## config.mk

```make
export PLATFORM = sky130hd
export DESIGN_NAME = taglist_sequencer
export DESIGN_NICKNAME = d
export VERILOG_FILES = /design/src/rtl/taglist_sequencer.sv
export SDC_FILE = /design/constraint.sdc
export NUM_CORES = 1
export LEC_CHECK = 0
export CORE_UTILIZATION = 44
export DETAILED_ROUTE_END_ITERATION = 10
export GPL_TIMING_DRIVEN = 0
export PLACE_DENSITY = 0.69
export SLEW_MARGIN = 25
export SYNTH_ARGS = -nofsm -noshare
export SYNTH_HDL_FRONTEND = slang
export SYNTH_SLANG_ARGS = --single-unit
export TNS_END_PERCENT = 100
```

## constraint.sdc

```tcl
create_clock -name clk_1KHz -period 2.75 [get_ports clk_1KHz]
set_clock_uncertainty 0.05 [all_clocks]
set_input_delay 0.825 -clock clk_1KHz [delete_from_list [all_inputs] [get_ports clk_1KHz]]
set_output_delay 0.825 -clock clk_1KHz [all_outputs]
set_load 0.02 [all_outputs]
```

## src/rtl/taglist_sequencer.sv

```systemverilog
// Fetches one taglist entry and loops rom_addr over [start,end] on each step_en.
// Optional PB_EDGE_DETECT_EN: pb inputs are levels, requests are registered rising edges.
module taglist_sequencer #(
  parameter int IDX_W  = 6,
  parameter int ADDR_W = 10,
  parameter int SEQ_W  = 7
) (
  input  logic                      clk_1KHz,
  input  logic                      reset,
  input  logic                      tl_ready,
  input  logic                      pb_seq_up,
  input  logic                      pb_seq_dn,
  input  logic                      step_en,
  output logic [IDX_W-1:0]          tl_rdaddr,
  input  logic [SEQ_W+2*ADDR_W:0]   tl_rddata,
  output logic [ADDR_W-1:0]         rom_addr,
  output logic                      rom_valid,
  output logic [SEQ_W-1:0]          seq_num,
  output logic                      tl_err
);

  localparam logic [1:0] S_IDLE = 2'd0;
  localparam logic [1:0] S_RD   = 2'd1;
  localparam logic [1:0] S_CAP  = 2'd2;
  localparam logic [1:0] S_PLAY = 2'd3;

  logic [1:0]        r_state;
  logic [IDX_W-1:0]  r_idx, r_last_idx;
  logic [ADDR_W-1:0] r_start, r_end, r_rom_addr;
  logic [SEQ_W-1:0]  r_seq;
  logic              r_last, r_err, r_go, r_pend_up, r_pend_dn;

  logic              w_up, w_dn;
  logic              w_p_up, w_p_dn, w_acc_up, w_acc_dn;
  logic              w_f_last, w_last_cur;
  logic [ADDR_W-1:0] w_f_start, w_f_end, w_rom_next;
  logic [SEQ_W-1:0]  w_f_seq;
  logic [IDX_W-1:0]  w_last_idx_cur, w_idx_up, w_idx_dn;

`ifdef PB_EDGE_DETECT_EN
  logic r_up_q, r_dn_q, r_up_req, r_dn_req;

  always_ff @(posedge clk_1KHz or negedge reset) begin
    if (!reset) begin
      r_up_q   <= 1'b0;
      r_dn_q   <= 1'b0;
      r_up_req <= 1'b0;
      r_dn_req <= 1'b0;
    end else begin
      r_up_q   <= pb_seq_up;
      r_dn_q   <= pb_seq_dn;
      r_up_req <= pb_seq_up & ~r_up_q;
      r_dn_req <= pb_seq_dn & ~r_dn_q;
    end
  end

  assign w_up = r_up_req;
  assign w_dn = r_dn_req;
`else
  assign w_up = pb_seq_up;
  assign w_dn = pb_seq_dn;
`endif

  assign w_f_last  = tl_rddata[0];
  assign w_f_end   = tl_rddata[ADDR_W:1];
  assign w_f_start = tl_rddata[2*ADDR_W:ADDR_W+1];
  assign w_f_seq   = tl_rddata[SEQ_W+2*ADDR_W:2*ADDR_W+1];

  // A request accepted on the capture edge must see the entry being captured.
  assign w_last_cur     = (r_state == S_CAP) ? w_f_last : r_last;
  assign w_last_idx_cur = (r_state == S_CAP && w_f_last) ? r_idx : r_last_idx;
  assign w_idx_up       = w_last_cur ? '0 : r_idx + 1'b1;
  assign w_idx_dn       = (r_idx == '0) ? w_last_idx_cur : r_idx - 1'b1;
  assign w_rom_next     = (r_rom_addr == r_end) ? r_start : r_rom_addr + 1'b1;

  always_comb begin
    w_p_up   = r_pend_up;
    w_p_dn   = r_pend_dn;
    w_acc_up = 1'b0;
    w_acc_dn = 1'b0;
    if (w_up && w_dn) begin
      w_p_up = 1'b0;
      w_p_dn = 1'b0;
    end else if (w_up) begin
      w_p_up = 1'b1;
      w_p_dn = 1'b0;
    end else if (w_dn) begin
      w_p_up = 1'b0;
      w_p_dn = 1'b1;
    end
    if (r_state == S_CAP) begin
      w_acc_up = w_p_up;
      w_acc_dn = w_p_dn;
    end else if (r_state == S_PLAY && !r_go) begin
      w_acc_up = w_up & ~w_dn;
      w_acc_dn = w_dn & ~w_up;
    end
  end

  always_ff @(posedge clk_1KHz or negedge reset) begin
    if (!reset) begin
      r_state    <= S_IDLE;
      r_idx      <= '0;
      r_last_idx <= '0;
      r_start    <= '0;
      r_end      <= '0;
      r_rom_addr <= '0;
      r_seq      <= '0;
      r_last     <= 1'b0;
      r_err      <= 1'b0;
      r_go       <= 1'b0;
      r_pend_up  <= 1'b0;
      r_pend_dn  <= 1'b0;
    end else begin
      r_last_idx <= w_last_idx_cur;
      if (w_acc_up)      r_idx <= w_idx_up;
      else if (w_acc_dn) r_idx <= w_idx_dn;
      case (r_state)
        S_IDLE: if (tl_ready) r_state <= S_RD;
        S_RD: begin
          r_pend_up <= w_p_up;
          r_pend_dn <= w_p_dn;
          r_state   <= S_CAP;
        end
        S_CAP: begin
          r_start    <= w_f_start;
          r_end      <= w_f_end;
          r_last     <= w_f_last;
          r_seq      <= w_f_seq;
          r_rom_addr <= w_f_start;
          r_err      <= (w_f_end < w_f_start);
          r_go       <= w_acc_up | w_acc_dn;
          r_pend_up  <= 1'b0;
          r_pend_dn  <= 1'b0;
          r_state    <= S_PLAY;
        end
        default: begin
          // r_go marks the one-cycle gap between accepting a request and refetching.
          if (r_go) begin
            r_go      <= 1'b0;
            r_pend_up <= w_p_up;
            r_pend_dn <= w_p_dn;
            r_state   <= S_RD;
          end else if (w_acc_up || w_acc_dn) begin
            r_go <= 1'b1;
          end
          if (step_en && !r_err) r_rom_addr <= w_rom_next;
        end
      endcase
    end
  end

  assign tl_rdaddr = r_idx;
  assign rom_addr  = r_rom_addr;
  assign rom_valid = (r_state == S_PLAY);
  assign seq_num   = r_seq;
  assign tl_err    = r_err;

endmodule

```

Word-level counts from Yosys, hierarchy flattened
Index checks and enable logic that the tools add are counted. W data, S select, Z words.

Register bits after elaboration: 56. Logic and storage cells: 74. Input port bits: 34. Output and inout bits: 25.

Order comparisons: 1. Mux-type cells: 29. Add/sub/neg operators: 3. Reductions and logical operators: 17. Eq/ne operators: 5. Bitwise operators: 7.

Operators with widths (count): $mux W6 (5); $mux W10 (2); $pmux W10 S2 (1); $mux W1 (15); $add A10 B1 Y10 const B (1); $eq A10 B10 Y1 (1); $lt A10 B10 Y1 (1); $add A6 B1 Y6 const B (1); $logic_not A6 Y1 (1); $pmux W1 S3 (2); $pmux W2 S3 (1); $reduce_and A2 Y1 (3); $sub A6 B1 Y6 const B (1); $eq A2 B2 Y1 const B (2); $logic_and A1 B1 Y1 (4); $mux W2 (2); $not A1 Y1 (4); $reduce_bool A2 Y1 (2); $reduce_bool A4 Y1 (1); $reduce_bool A3 Y1 (1); $and A1 B1 Y1 (2); $eq A2 B1 Y1 const B (1); $logic_not A1 Y1 (2); $logic_not A2 Y1 (1); 5 further kinds (5).

Longest topological paths before layout
Gate-level depths: netlist of the first run.

Word-level depth: 8. Depth in mapped cells: 9. Mapped depth without buffers: 7.

Worst setup path after synthesis of the first run
OpenSTA, ideal clock, no wires.

Kind: flip-flop to flip-flop. Start point: register r_idx[0], in the netlist tl_rdaddr[0]. End point: register r_idx[3], in the netlist tl_rdaddr[3]. Setup time: 87 ps. Buffers on the path: 1. Path slack: 593 ps. Cell stages (with the launch flop): 9. Clock period less this slack: 2157 ps. Arrival time: 2021 ps. Required time: 2613 ps. Cells stage by stage: dfrtp_1 > inv_1 > ha_1 > or2b_1 > or2_1 > buf_6 > mux2i_1 > a2111o_1 > o211ai_1.

Word-level cells in the longest chain between the ends: 4. Elaborated cells on any way between the ends: 7. Those cells by class: add/sub: 2; mux: 4; reduce/logical: 1.

Ends and longest elaborated chain: start: declaration (line 28) `logic [IDX_W-1:0] r_idx, r_last_idx;`; start signal: assignment (line 116) `if (w_acc_up) r_idx <= w_idx_up;`; start signal: assignment (line 117) `else if (w_acc_dn) r_idx <= w_idx_dn;`; $sub A6 B1 Y6 or $logic_not A6 Y1 (tied branches) (line 73) `assign w_idx_dn = (r_idx == '0) ? w_last_idx_cur : r_idx - 1'b1;`; $mux W6 (line 73); $mux W6 (line 117); $mux W6 (*) (line 116).

Mark *: on every way between the ends. The rest lies on a longest branch, timed or not. The select of a mux whose other input is x is not followed. A chain may end at the register's enable or synchronous reset.

Worst setup path in the final report of the first run
Start point: register r_state[0]. End point: output port rom_valid.

Word-level cells in the longest chain between the ends: 1.

Ends and longest elaborated chain: start: declaration (line 27) `logic [1:0] r_state;`; start signal: assignment (line 102) `r_state <= S_IDLE;`; start signal: assignment (line 119) `S_IDLE: if (tl_ready) r_state <= S_RD;`; start signal: assignment (line 123) `r_state <= S_CAP;`; $eq A2 B2 Y1 (line 155) `assign rom_valid = (r_state == S_PLAY);`; end: declaration (line 17) `output logic rom_valid,`.

No other way between the ends.

==> impl_metrics.env, run 1 <==
export IMPL_cts_root_buf="clkbuf_8"
export IMPL_rsz0062_at_grt="false"
export IMPL_crit_type="reg2out"
export IMPL_ant_nets=0
export IMPL_min_path_type="in2async"
export IMPL_cp_slowest_cell="clkdlybuf4s50_1"
export IMPL_grt_pass1_vias=2525
export IMPL_grt_pass1_wl_microns=12200
export IMPL_synth_avg_cell_area_sq_um=9.94
export IMPL_power_mw=4.54
export IMPL_dieArea_sq_mm=0.00778
export IMPL_ys_flop_type="dfrtp_1"
export IMPL_grt_ovfl_total=0
export IMPL_post_synth_top_area_cell="dfrtp_1"
export IMPL_dr_first_iter_drc_count=112
export IMPL_slew_limit_headroom_pct=57.9
export IMPL_grt_max_degree=32
export IMPL_syn_inst=329
export IMPL_synth_area_leaders="dfrtp_1, mux2_2, ha_1, nand2_1, mux2i_1"
export IMPL_path_cells="ha_1 > clkdlybuf4s50_1"
export IMPL_required_ns=1.88
export IMPL_post_cts_buffers=0
export IMPL_postCtsResizedCells=0
export IMPL_start_util_pct=45.3
export IMPL_p_leak_nw=1.86
export IMPL_slowest_delay_ns=0.61
export IMPL_place_inst=487
export IMPL_antenna_cells=0
export IMPL_synth_most_common_cell="dfrtp_1"
export IMPL_crit_fanout=6
export IMPL_htree_levels=2
export IMPL_synth_edff_count=0
export IMPL_cts_sinks=56
export IMPL_clock_fmax_ghz=0.405
export IMPL_yosysWarnings=0
export IMPL_synth_cell_types=51
export IMPL_clockBufferDepth=2
export IMPL_layout_nets=447
export IMPL_vias=2633
export IMPL_firstDrtPassIters=4
export IMPL_max_cap_violations=0
export IMPL_numCtsBuffers=5
export IMPL_portBuffers=58
export IMPL_setup_viol_count_final=0
export IMPL_period_minus_slack_ns=2.47
export IMPL_fin_tns_setup_ns=0
export IMPL_critical_path_startpoint_type="flop"
export IMPL_routed_wl_microns=7540
export IMPL_clkTransAtPathRegs_ns=0.11
export IMPL_hold_violations=0
export IMPL_ys_ff_latch=56
export IMPL_fill_cells=670
export IMPL_irDropWorstVdd_uv=567
export IMPL_rows=31
export IMPL_cts_tree="done"
export IMPL_synth_area_sq_mm=0.00327
export IMPL_finalMaxSlewViolations=0
export IMPL_place_gp_congestion=0.815
export IMPL_antenna_found_initial=0
export IMPL_pin_count=59
export IMPL_worst_pin_slew_ns=0.631
export IMPL_track_usage_pct=20.5
export IMPL_vias_per_cell=5.32
export IMPL_clkLatencyLatePin_ns=0.31
export IMPL_instances_no_fill=495
export IMPL_synth_async_reset_ratio_pct=100
export IMPL_dpl_hpwl_microns=5800
export IMPL_synth_fp_nets=381
export IMPL_fp_dieH_microns=88.2
export IMPL_detail_route_wl_per_cell_microns=15.2
export IMPL_cts_hold_fix_buffers=0
export IMPL_fin_crit_sh_pct=89.9
export IMPL_drive_gt1_share_pct=11.6
export IMPL_die_x_microns=88.2
export IMPL_synth_common_cells="dfrtp_1, nand2_1, inv_1"
export IMPL_drc=0
export IMPL_core_sq_mm=0.00721
export IMPL_syn2layout_area_growth_pct=24.9
export IMPL_status="completed"
export IMPL_fin_util_pct=56.6
export IMPL_fin_hold_ws_ns=0.352
export IMPL_synth_top_area_share_pct=42.8
export IMPL_ys_seq_area_share_pct=42.8
export IMPL_powerDensity_mw_per_mm2=1110
export IMPL_cp_end_kind="output pin"
export IMPL_crit_arrival_ns=1.60
-- flip-flops by register name (all words and copies together) (netlist names), 2 cells and up --
| register | flops |
|---|---|
| rom_addr | 10 |
| r_state | 2 |
| seq_num | 7 |
| r_last_idx | 6 |
| tl_rdaddr | 6 |
| r_end | 10 |
| r_start | 10 |
-- per-layer routing --
layer / vias up / part of all wire [%] / global-route usage [%]
li1: 1286 / - / -
met1: 1277 / 47 / 28.9
met2: 63 / 47 / 32.4
met3: 7 / 4.7 / 4.01
met4: 0 / 0.95 / 5.57
met5: - / 0 / 0
-- stage by stage --
stage | cell area [sq um] | worst slack [ns]
CTS | 4090 | 0.280
finish | 4090 | 0.279
detailed placement | 3990 | 0.116
floorplan | 3270 | 0.593
global route | 4090 | 0.220
global placement | 3980 | -1.01
-- cell usage in the layout, fill, tap and decap left out, types with 3 or more instances in the layout --
cell type         n
nor2_1           24
a21o_1            4
o211ai_1          3
nor3_1            4
mux2_1            3
buf_1             3
clkbuf_8          6
nand3_1           8
mux2_2           22
nand2_1          34
a21oi_1          10
nor4_1            3
ha_1             18
nand4_1           4
o21ai_0          15
xnor2_1           4
mux2i_1          12
clkbuf_1          6
clkdlybuf4s50_1  57
o221ai_1          7
inv_1            27
xor2_1           13
buf_6             3
a211oi_1          3
o21ai_1           8
dfrtp_1          56
-- power by group --
| group | switching, mW | internal [mW] |
|---|---|---|
| clock network | 0.268 | 0.206 |
| logic | 1.26 | 1.18 |
| registers | 0.393 | 1.23 |
| total | 1.92 | 2.62 |
-- area by class of cell --
cell class              count  area (sq um)  area share, %
multi-input cells         233          1690           41.5
clock buffers               7          86.3           2.11
repair buffers             59           598           14.6
well taps                  99           124           3.03
inverters                  27           101           2.48
flip-flops and latches     56          1400           34.3
plain buffers              13          73.8           1.81
clock inverters             1          7.51          0.184
-- worst max-delay path, delay by kind of cell, from the launching register on --
family                   cells  cell delay [ns]
adder cells (fa/ha/maj)      1             0.21
buffers and inverters        1             0.61
flip-flops                   1             0.47
-- final timing paths --
path / cells after the start / endpoint / startpoint / slack (ns)
max reg2reg: 8 / rom_addr[0] / r_state[0] / 0.47
min in group clk_1KHz: 1 / r_last_idx[1] / r_last_idx[1] / 0.45
max in group asynchronous: 2 / r_last_idx[3] / reset / 1.81
max: 2 / rom_valid / r_state[0] / 0.28
min: 1 / r_start[2] / reset / 0.35
min reg2reg: 1 / r_last_idx[1] / r_last_idx[1] / 0.45
-- cells by family after synthesis --
logic type / share of synthesized area (%)
DFF: 42.8
adders and majority gates: 6.89
muxes: 12.3
buffers and inverters: 5.36
AOI/OAI and AO/OA: 14.2
and+or+nand+nor: 13.8
xor gates and xnor gates: 4.55
No activity file was read; power rests on OpenSTA's default activity.
==> inputs of run 2 (changes only) <==
--- a/config.mk
+++ b/config.mk
@@ -6,9 +6,10 @@
 export NUM_CORES = 1
 export LEC_CHECK = 0
 export CORE_UTILIZATION = 44
+export CTS_BUF_LIST = sky130_fd_sc_hd__clkbuf_8
 export DETAILED_ROUTE_END_ITERATION = 10
 export GPL_TIMING_DRIVEN = 0
-export PLACE_DENSITY = 0.69
+export PLACE_DENSITY = 0.71
 export SLEW_MARGIN = 25
 export SYNTH_ARGS = -nofsm -noshare
 export SYNTH_HDL_FRONTEND = slang
==> constraint.sdc (replaced) <==
create_clock -name clk_1KHz -period 2.1 [get_ports clk_1KHz]
set_clock_uncertainty 0.05 [all_clocks]
set_input_delay 0.63 -clock clk_1KHz [delete_from_list [all_inputs] [get_ports clk_1KHz]]
set_output_delay 0.63 -clock clk_1KHz [all_outputs]
set_load 0.02 [all_outputs]
==> run 2 against run 1 <==
- clock power is 30% higher
- worst hold slack lost 0.19 ns
- sequential share of layout area decreased by 1.2 points
- sequential power is 32% higher
- routed wire length is 4.3% higher
- critical endpoint is now tl_rdaddr[3]
- final area rose by 4.6%
- first-iteration DRC count is 70% higher
- cell count is 3.2% higher
- die area unchanged
- global-route usage increased by 0.80 points
==> impl_metrics.env, run 2 (synthesized netlist as in run 1, its figures left out) <==
export IMPL_antenna_found_initial=0
export IMPL_fin_ws_ns=0.0299
export IMPL_clkLatencyLatePin_ns=0.31
export IMPL_vias_per_cell=5.31
export IMPL_fin_crit_sh_pct=98.6
export IMPL_grt_ovfl_total=0
export IMPL_cp_end_kind="flop"
export IMPL_pin_count=59
export IMPL_hold_violations=0
export IMPL_fin_util_pct=59.2
export IMPL_worst_pin_slew_ns=0.607
export IMPL_grt_max_degree=34
export IMPL_final_common_cell="dfrtp_1"
export IMPL_clockBufferDepth=2
export IMPL_cp_slowest_cell="a2111o_1"
export IMPL_htree_levels=2
export IMPL_setup_viol_count_final=0
export IMPL_path_cells="buf_6 > or3_4 > or2_1 > mux2i_1 > a2111o_1 > o211ai_1"
export IMPL_grt_pass1_vias=2491
export IMPL_mostFrequentLayoutCells="dfrtp_1, clkdlybuf4s50_1, nand2_1"
export IMPL_path_buf_inv=1
export IMPL_firstDrtPassIters=4
export IMPL_slowest_delay_ns=0.43
export IMPL_layout_nets=463
export IMPL_crit_fanout=6
export IMPL_crit_type="reg2reg"
export IMPL_dr_first_iter_drc_count=190
export IMPL_numCtsBuffers=5
export IMPL_routed_wl_microns=7870
export IMPL_rsz0062_at_grt="true"
export IMPL_p_leak_nw=2.02
export IMPL_irDropWorstVdd_uv=560
export IMPL_place_gp_congestion=0.808
export IMPL_critPathLaunch="tl_rdaddr[2]"
export IMPL_cts_sinks=56
export IMPL_dpl_hpwl_microns=5540
export IMPL_cts_root_buf="clkbuf_8"
export IMPL_period_minus_slack_ns=2.07
export IMPL_cts_hold_fix_buffers=0
export IMPL_rows=31
export IMPL_max_cap_violations=0
export IMPL_min_path_type="in2async"
export IMPL_slew_limit_headroom_pct=59.6
export IMPL_vias=2715
export IMPL_crit_arrival_ns=2.25
export IMPL_ant_nets=0
export IMPL_fill_cells=657
export IMPL_core_sq_mm=0.00721
export IMPL_clock_fmax_ghz=0.483
export IMPL_die_x_microns=88.2
export IMPL_pre_cts_slack_ns=-0.322
export IMPL_r2r_start="tl_rdaddr[2]"
export IMPL_finalMaxSlewViolations=0
export IMPL_dieArea_sq_mm=0.00778
export IMPL_portBuffers=58
export IMPL_syn2layout_area_growth_pct=30.6
export IMPL_start_util_pct=45.3
export IMPL_critical_path_startpoint_type="flop"
export IMPL_drc=0
export IMPL_antenna_cells=0
export IMPL_drive_gt1_share_pct=20.4
export IMPL_place_inst=487
export IMPL_status="completed"
export IMPL_required_ns=2.28
export IMPL_detail_route_wl_per_cell_microns=15.4
export IMPL_cp_top_family="simple AND/OR/NAND/NOR gates"
export IMPL_rr_worst_depth=6
export IMPL_cts_tree="done"
export IMPL_grt_pass1_wl_microns=12700
export IMPL_track_usage_pct=21.3
export IMPL_fp_dieH_microns=88.2
export IMPL_instances_no_fill=511
export IMPL_path_depth=6
export IMPL_powerDensity_mw_per_mm2=1470
export IMPL_clkTransAtPathRegs_ns=0.10
## run 2: cell count changes in the layout (fill, tap and decap cells not counted), moves of 4 or more
| cell | delta |
|---|---|
| dlymetal6s2s_1 | +4 |
| clkdlybuf4s50_1 | -12 |
| dlygate4sd2_1 | +8 |
| dfrtp_2 | +10 |
| buf_4 | +17 |
| dfrtp_1 | -10 |
## run 2: final timing paths
kind / slack (ns) / to
min in group clk_1KHz: 0.45 / r_last_idx[3]
worst min register to register: 0.45 / r_last_idx[3]
worst min-delay path: 0.16 / r_last_idx[2]
max in group asynchronous: 1.34 / rom_addr[8]
worst max register to register: 0.03 / tl_rdaddr[3]
worst max-delay path: 0.03 / tl_rdaddr[3]
## run 2: per-layer routing
metal	track usage, %	part of all wire (%)	vias to the layer above	wire, microns
li1	-	-	1314	-
met1	30.6	48	1326	3780
met2	33.4	47	68	3700
met3	2.99	3.5	7	274
met4	6.60	1.4	0	110
met5	0	0	-	0
## run 2: cell type report
class | instances | area (sq um) | share of cell area [%]
inverter | 27 | 101 | 2.37
clock inverter | 2 | 10.0 | 0.234
tap | 99 | 124 | 2.90
sequential | 56 | 1410 | 33.1
multi-input combinational | 233 | 1740 | 40.8
buffer | 12 | 71.3 | 1.67
clock buffer | 6 | 82.6 | 1.93
timing repair buffer | 76 | 726 | 17.0
## run 2: worst reg2reg max path, cell delays in order (launching register included)
cell      delay [ns]
dfrtp_2         0.42
buf_6           0.13
or3_4           0.39
or2_1           0.28
mux2i_1         0.13
a2111o_1        0.43
o211ai_1        0.16
## run 2: per-stage QoR
stage               hold WS (ns)  setup TNS (ns)  cell area (sq um)  power (mW)
finish                     0.164               0               4270        6.28
global route               0.187         -0.0921               4270        6.76
CTS                        0.168        -0.00202               4190        6.17
detailed placement         0.426           -5.55               4000        5.38
global placement           0.428          -91.68               3980        5.26
floorplan                  0.284               0               3280        4.26
## run 2: timing repair
| item | 4_1_cts | 5_1_grt |
|---|---|---|
| gates resized for setup | 23 | 11 |
| pin swaps | 4 | 6 |
| setup buffers | 10 | 7 |
| endpoints found under the setup margin | 45 | 36 |
## run 2: power by group
group	internal, mW	switching (mW)
registers	1.63	0.506
clock network	0.265	0.353
logic	1.73	1.80
total	3.62	2.66
